[src/rtl/serial_add_arbiter.sv]
// serial_add_arbiter
//   Two-requester round-robin front end feeding a bit-serial adder.
//   One operation is in flight at a time: IDLE grants and latches
//   operands, ADD produces one sum bit per cycle (LSB first), and DONE
//   holds the result until the consumer takes it.
//
// Ports
//   clk, rst_n              clock, asynchronous active-low reset
//   reqN_valid/a/b/ready    requester N (N = 0,1) operand handshake
//   res_valid/ready         result handshake
//   res_sum                 (a+b) mod 2^WIDTH
//   res_carry               bit WIDTH of a+b
//   res_id                  requester that owns the result
//   busy                    high whenever not IDLE
module serial_add_arbiter #(
  parameter int WIDTH = 8
) (
  input  logic             clk,
  input  logic             rst_n,
  input  logic             req0_valid,
  input  logic [WIDTH-1:0] req0_a,
  input  logic [WIDTH-1:0] req0_b,
  output logic             req0_ready,
  input  logic             req1_valid,
  input  logic [WIDTH-1:0] req1_a,
  input  logic [WIDTH-1:0] req1_b,
  output logic             req1_ready,
  output logic             res_valid,
  output logic [WIDTH-1:0] res_sum,
  output logic             res_carry,
  output logic             res_id,
  input  logic             res_ready,
  output logic             busy
);

  localparam int CW = $clog2(WIDTH);
  localparam logic [CW-1:0] LAST_BIT = CW'(WIDTH - 1);

  typedef enum logic [1:0] {IDLE, ADD, DONE} state_t;

  state_t           state_q, state_d;
  logic [WIDTH-1:0] a_q, a_d;
  logic [WIDTH-1:0] b_q, b_d;
  logic [WIDTH-1:0] sum_q, sum_d;
  logic             carry_q, carry_d;
  logic [CW-1:0]    cnt_q, cnt_d;
  logic             id_q, id_d;
  logic             last_id_q, last_id_d;

  logic grant0, grant1, accept, res_hs;
  logic bit_a, bit_b, h_sum, h_carry, s_bit, c_next;

  always_ff @(posedge clk or negedge rst_n) begin
    if (!rst_n) begin
      state_q   <= IDLE;
      a_q       <= '0;
      b_q       <= '0;
      sum_q     <= '0;
      carry_q   <= 1'b0;
      cnt_q     <= '0;
      id_q      <= 1'b0;
      last_id_q <= 1'b1;
    end else begin
      state_q   <= state_d;
      a_q       <= a_d;
      b_q       <= b_d;
      sum_q     <= sum_d;
      carry_q   <= carry_d;
      cnt_q     <= cnt_d;
      id_q      <= id_d;
      last_id_q <= last_id_d;
    end
  end

  always_comb begin
    // On a tie the requester that did not own the previous result wins.
    grant0 = req0_valid && (!req1_valid || last_id_q);
    grant1 = req1_valid && (!req0_valid || !last_id_q);

    // Ready is gated by rst_n so it drops the instant reset asserts,
    // even while a requester keeps its valid high.
    req0_ready = rst_n && (state_q == IDLE) && grant0;
    req1_ready = rst_n && (state_q == IDLE) && grant1;
    accept     = (req0_valid && req0_ready) || (req1_valid && req1_ready);

    res_valid = (state_q == DONE);
    res_hs    = res_valid && res_ready;
    res_sum   = sum_q;
    res_carry = carry_q;
    res_id    = id_q;
    busy      = (state_q != IDLE);

    // Shared 1-bit cell built from two half-adder stages.
    bit_a   = a_q[cnt_q];
    bit_b   = b_q[cnt_q];
    h_sum   = bit_a ^ bit_b;
    h_carry = bit_a & bit_b;
    s_bit   = h_sum ^ carry_q;
    c_next  = h_carry | (h_sum & carry_q);
  end

  always_comb begin
    state_d   = state_q;
    a_d       = a_q;
    b_d       = b_q;
    sum_d     = sum_q;
    carry_d   = carry_q;
    cnt_d     = cnt_q;
    id_d      = id_q;
    last_id_d = last_id_q;

    unique case (state_q)
      IDLE: begin
        if (accept) begin
          a_d     = grant0 ? req0_a : req1_a;
          b_d     = grant0 ? req0_b : req1_b;
          id_d    = grant1;
          carry_d = 1'b0;
          cnt_d   = '0;
          sum_d   = '0;
          state_d = ADD;
        end
      end
      ADD: begin
        sum_d[cnt_q] = s_bit;
        carry_d      = c_next;
        if (cnt_q == LAST_BIT) begin
          cnt_d   = '0;
          state_d = DONE;
        end else begin
          cnt_d = cnt_q + CW'(1);
        end
      end
      DONE: begin
        if (res_hs) begin
          last_id_d = id_q;
          state_d   = IDLE;
        end
      end
      default: state_d = IDLE;
    endcase
  end

endmodule

[config.mk]
export PLATFORM = sky130hd
export DESIGN_NAME = serial_add_arbiter
export DESIGN_NICKNAME = d
export VERILOG_FILES = /design/src/rtl/serial_add_arbiter.sv
export SDC_FILE = /design/constraint.sdc
export NUM_CORES = 1
export LEC_CHECK = 0
export BUFFER_PORTS_ARGS = -buffer_cell sky130_fd_sc_hd__buf_2
export CORE_ASPECT_RATIO = 1.4
export CORE_MARGIN = 2
export CORE_UTILIZATION = 53
export DETAILED_ROUTE_END_ITERATION = 6
export PLACE_DENSITY = 0.77
export SLEW_MARGIN = 30
export SYNTH_ARGS = -nofsm -noshare
export SYNTH_HDL_FRONTEND = slang
export SYNTH_SLANG_ARGS = --single-unit
[constraint.sdc]
create_clock -name clk -period 3.37 [get_ports clk]
set_input_delay 0 -clock clk [delete_from_list [all_inputs] [get_ports clk]]
set_output_delay 0 -clock clk [all_outputs]
set_load 0.03 [all_outputs]
==> run summary, run 1 <==
cells along the critical path - nor2b_1 -> a221o_1 -> a221o_1 -> fa_1 -> and3b_1 -> mux2_2 -> a31o_2
synthesized area - 0.00196 mm^2
Chip Width - 55.4 um
I/O pins - 51
Synth Register Bits - 32
Setup TNS Final - 0 ns
Clock Skew - 0.00687 ns
mux cell area share after synthesis - 6.76%
Crit. End Element - flop
detailed placer's ending HPWL - 3.10 mm
vias in the first global route - 1967
final hold vios - 0
max cap viols - 0
CTS root buffer - clkbuf_8
Sw Share - 41.5%
Tcrit/Tclk final - 85.3%
worst skew pair latency - 0.29 ns
Synth Area in XOR/XNOR - 0%
final hold slack - 0.0327 ns
Port Buf Inserts - 50
Setup crit start kind - flop
delay-heaviest family, CP - compound AO/OA/AOI/OAI gates
maximum vdd drop - 0.548 mV
Slew @ Worst Pin - 0.785 ns
fill count - 257
Detail Route met3 WL - 266 um
Die ar. - 0.00421 mm^2
Worst Path Required - 3.55 ns
cell mode on critical path - a221o_1
sum of buffers and inverters on the critical path - 0
asr flop ratio synth - 100%
largest family of logic cells by synthesized area - compound AO/OA/AOI/OAI gates
RD Place Congestion - 0.818
Int Pwr - 0.00131 W
Worst Setup Path Type - flop to flop
final-report setup violation count - 0
DR DRC count - 0
n_diodes - 0
Lkg Pwr - 1.12 nW
Synth-to-Final Area Change - 32.1%
outcome - finished clean
Nets - 313
Compound-Gate Fraction of Synth Area - 22.2%
area share of the largest cell type after synthesis - 39.5%
WL/cell - 17.4 um
Synthesis Warnings - 0
total clock sinks - 32
Die Ht - 76.0 um
Clock power frac - 13.9%
Rows - 26
Initial DRC Count - 71
Post-Synthesis Cells - 201
pre-CTS WS - 0.496 ns
setup ws final - 0.495 ns
Fmax - 0.348 GHz
Seq pwr share - 34.2%
ys flop type - dfrtp_1
Final Max Tran Viols - 0
area taken by multi-input logic gates - 0.00102 mm^2
Detailed Route WL - 5.50 mm
postcts setup bufs - 0
core outline area - 0.00361 mm^2
area leader, netlist - dfrtp_1
First-pass DRT Iterations - 4
CTS tree - built
most numerous cell in the Yosys netlist - dfrtp_1
Post-Synth Adder-Cell Area - 2.30%
CP max FO - 18
largest net degree at the start of global routing - 34
fin util - 71.8%
Netlist cell types - 42
Max Root-Sink Buffers - 2
register area share after synthesis - 40.9%
Synth Area per Inst - 9.76 um^2
DRT antenna net count - 0
number of flops mapped to enable cells by yosys - 0
simple-gate share of the synthesized area - 20.6%
syn_nets - 241
CP arrival - 3.05 ns
post-layout min period - 2.87 ns
post-DR vias/cell - 6.07
H-tree depth - 2
initial core utilization - 54.3%
CTS Buf Count - 5
Commonest cells post-synth - 31 x dfrtp_1, 22 x nand3b_1, 18 x a21oi_1, 18 x o21ai_0, 16 x a31oi_1
Sequential Area - 802 um^2
met2 wire len - 2.98 mm
Relative slew margins - 47.7%
top post-synthesis cells by area - dfrtp_1 40%, nand3b_1 8.4%, a31oi_1 5.1%
max layer used - met4
overall routing resource usage - 28.2%
antenna violations before repair - 0
worst hold path class - input port to flop
RSZ-0062 raised after global routing - no
Worst-path clk slew - 0.07 ns
DRT met1 WL - 2.09 mm
combinational power share - 51.8%
Worst path slowest cell - dfrtp_1
detailed-route via count - 1917
first-pass GRT wire length - 9.36 mm
Net Sw Power - 0.000931 W
share of cells above drive strength 1 - 28.8%
pwr/cell area - 865 mW/mm^2
CP peak stage delay - 0.58 ns
total gr overflow - 0
tightest hold or removal path: cells and delay by family:
family	cells	cell delay, ns
simple gates	1	0.08
compound gates	1	0.07
buf+inv	1	0.13
layout by cell type, fill, tap and decap left out, types with 2 or more instances in the layout:
| master | n |
|---|---|
| a31o_2 | 5 |
| nor3b_1 | 3 |
| mux2_2 | 6 |
| mux2i_1 | 2 |
| dfrtp_1 | 31 |
| nor2b_1 | 3 |
| inv_1 | 7 |
| ha_1 | 2 |
| buf_2 | 50 |
| clkinv_2 | 2 |
| a221o_1 | 2 |
| o21ai_0 | 18 |
| mux4_2 | 2 |
| nand2_1 | 8 |
| nand3_1 | 2 |
| and3b_1 | 6 |
| o22ai_1 | 2 |
| a21oi_1 | 18 |
| dlygate4sd3_1 | 34 |
| clkbuf_8 | 6 |
| o211ai_1 | 6 |
| nand3b_1 | 22 |
| a31oi_1 | 16 |
| nor3_1 | 3 |
power groups by stage:
stage | logic (W) | clock network, W | registers (W)
finish | 0.00116 | 0.000312 | 0.000768
global route | 0.00128 | 0.000338 | 0.000793
CTS | 0.00113 | 0.000317 | 0.000763
detailed placement | 0.000966 | 0 | 0.000770
global placement | 0.000942 | 0 | 0.000760
floorplan | 0.000805 | 0 | 0.000737
cells by family (layout without fill, tap and decap cells):
kind of cell | after synthesis | count (layout)
multiplexers | 10 | 10
AND/OR/NAND/NOR | 57 | 57
flip-flops | 32 | 32
AO/OA/AOI/OAI | 71 | 71
adder cells (fa/ha/maj) | 3 | 3
buffers and inverters | 28 | 101
area by class of cell:
type | instances | share of cell area (%)
inverters | 8 | 1.16
clock buffers | 6 | 3.19
clock inverters | 2 | 0.386
flip-flops and latches | 32 | 30.9
well taps | 42 | 2.03
multi-input cells | 141 | 39.2
repair buffers | 85 | 23.1
path summary, 6_finish.rpt:
| kind | from | to | slack [ns] | cells after the start |
|---|---|---|---|---|
| setup / recovery | cnt_q[0] | res_sum[3] | 0.50 | 7 |
| hold / removal | req1_valid | res_id | 0.03 | 3 |
| setup reg to reg | cnt_q[0] | res_sum[3] | 0.50 | 7 |
| hold reg to reg | res_sum[6] | res_sum[6] | 0.52 | 1 |
| max in group asynchronous | rst_n | last_id_q | 2.58 | 3 |
| min in group asynchronous | rst_n | a_q[2] | 0.16 | 2 |
timing repair:
action	in CTS	in global routing
gates resized for setup	0	0
hold endpoints to repair	33	0
hold buffers	34	0
layer usage:
metal | global-route usage [%] | vias to the layer above
met3 | 5.94 | 13
met2 | 48.6 | 89
met4 | 13.7 | 0
met5 | 0 | -
li1 | - | 887
met1 | 32.9 | 928
per-stage QoR:
stage	total power (W)	instances	instance area (um^2)
3_5_place_dp	0.00174	274	2160
6_report	0.00224	316	2590
4_1_cts	0.00221	316	2590
3_3_place_gp	0.00170	274	2160
2_1_floorplan	0.00154	201	1960
5_1_grt	0.00241	316	2590
sequential cells by signal (all words and copies together) (netlist names):
signal / flops
res_sum: 8
last_id_q: 1
b_q: 8
a_q: 8
state_q: 2
res_carry: 1
res_id: 1
cnt_q: 3
No activity file was read; power rests on OpenSTA's default activity.
==> run 2, diff against run 1 <==
--- a/config.mk
+++ b/config.mk
@@ -7,7 +7,6 @@
 export LEC_CHECK = 0
 export BUFFER_PORTS_ARGS = -buffer_cell sky130_fd_sc_hd__buf_2
 export CORE_ASPECT_RATIO = 1.4
-export CORE_MARGIN = 2
 export CORE_UTILIZATION = 53
 export DETAILED_ROUTE_END_ITERATION = 6
 export PLACE_DENSITY = 0.77
==> run 2 against run 1 <==
Utilization rose by 2.6 points; clock power fell by 9.0%; highest routed layer unchanged; non-clock buffer count fell by 2; largest cell class unchanged; critical path type unchanged; design area fell by 1.3%.
==> run summary, run 2 (same netlist as run 1, synthesis figures left out) <==
outcome - finished clean
post-cts resize count - 0
delay-heaviest family, CP - compound AO/OA/AOI/OAI gates
Detailed Route WL - 4.81 mm
max cap viols - 0
cells along the critical path - nor2b_1 -> a221o_1 -> a221o_1 -> fa_1 -> and3b_1 -> mux2_2 -> a31o_2
CP peak stage delay - 0.59 ns
CTS tree - built
maximum vdd drop - 0.609 mV
first-pass GRT wire length - 7.82 mm
RD Place Congestion - 0.787
overall routing resource usage - 27.6%
Setup crit start kind - flop
DRT antenna net count - 0
Setup TNS Final - 0 ns
H-tree depth - 2
fin util - 74.4%
CTS Buf Count - 5
Synth-to-Final Area Change - 30.4%
pre-CTS WS - 0.508 ns
Rows - 25
M1 GR Usage - 30.1%
grt met3 use - 5.32%
Die ar. - 0.00395 mm^2
Hold Buf Count CTS - 32
n_diodes - 0
core outline area - 0.00344 mm^2
antenna violations before repair - 0
worst hold path class - input port to flop
Placed Cells - 272
Worst Setup Path Type - flop to flop
sum of buffers and inverters on the critical path - 0
largest net degree at the start of global routing - 35
Crit. End Element - flop
most frequent cells in the layout - 50 x buf_2, 32 x dlygate4sd3_1, 31 x dfrtp_1
CP max FO - 18
cell mode on critical path - a221o_1
Die Ht - 74.0 um
Worst path slowest cell - dfrtp_1
post-layout min period - 2.88 ns
Initial DRC Count - 52
Max Root-Sink Buffers - 2
First-pass DRT Iterations - 4
busiest layer in global routing - met2
WL/cell - 15.4 um
share of cells above drive strength 1 - 28.3%
Nets - 311
Final Max Tran Viols - 0
Worst Path Required - 3.55 ns
setup ws final - 0.493 ns
Chip Width - 53.4 um
Non-Filler Instances - 312
Fmax - 0.348 GHz
most common cell after layout, fill and taps aside - buf_2
RSZ-0062 raised after global routing - no
post-DR vias/cell - 5.83
vias in the first global route - 1771
Clock Skew - 0.00473 ns
Relative slew margins - 50.6%
total clock sinks - 32
worst skew pair latency - 0.29 ns
Port Buf Inserts - 50
postcts setup bufs - 0
Tcrit/Tclk final - 85.4%
Lkg Pwr - 1.11 nW
total gr overflow - 0
initial core utilization - 57.0%
Worst-path clk slew - 0.06 ns
pwr/cell area - 851 mW/mm^2
M2 GR Usage - 51.0%
I/O pins - 51
detailed-route via count - 1819
final hold vios - 0
CTS root buffer - clkbuf_8
detailed placer's ending HPWL - 2.91 mm
final-report setup violation count - 0
CP arrival - 3.05 ns
Slew @ Worst Pin - 0.741 ns
DR DRC count - 0
## run 2: cell types whose count changed in the layout (fill, tap and decap cells not counted), sizes merged
| cell | previous run | this run |
|---|---|---|
| clkbuf | 6 | 7 |
| clkinv | 2 | 1 |
| dlygate4sd3 | 34 | 32 |
## run 2: area by class of cell
cell class	instances	area, um^2
flip-flops and latches	32	802
multi-input cells	141	1020
repair buffers	83	578
inverters	8	30.0
well taps	40	50.0
clock inverters	1	5.00
clock buffers	7	76.3
fillers	270	882
## run 2: path summary, 6_finish.rpt
path | startpoint | to | slack (ns) | cells after the start
setup / recovery | cnt_q[0] | res_sum[7] | 0.49 | 7
hold / removal | req1_b[0] | b_q[0] | 0.006 | 3
setup reg to reg | cnt_q[0] | res_sum[7] | 0.49 | 7
hold reg to reg | res_sum[3] | res_sum[3] | 0.53 | 1
max in group asynchronous | rst_n | a_q[7] | 2.58 | 2
min in group asynchronous | rst_n | state_q[1] | 0.31 | 2
## run 2: metal layers
layer  vias to the layer above  share of wire, %
met5                         -                 0
met4                         0               1.9
met3                        10               3.3
met2                        48                55
met1                       867                39
li1                        894                 -
## run 2: metrics by stage
step	instance area, um^2	power (W)	hold slack, ns
floorplan	1960	0.00154	-0.296
global placement	2160	0.00172	0.0973
detailed placement	2160	0.00174	0.0977
CTS	2560	0.00217	0.00355
global route	2560	0.00236	0.0212
finish	2560	0.00218	0.00609
## run 2: worst register-to-register path, delay by kind of cell, from the launching register on
| family | cells | cell delay (ns) |
|---|---|---|
| AO/OA/AOI/OAI | 3 | 0.93 |
| AND/OR/NAND/NOR | 2 | 0.49 |
| flip-flops | 1 | 0.59 |
| multiplexers | 1 | 0.28 |
| adder cells (fa/ha/maj) | 1 | 0.47 |
## run 2: power by group
| group | switching (W) | internal (W) |
|---|---|---|
| combinational | 0.000558 | 0.000573 |
| clock | 0.000139 | 0.000145 |
| sequential | 0.000200 | 0.000562 |
| total | 0.000897 | 0.00128 |
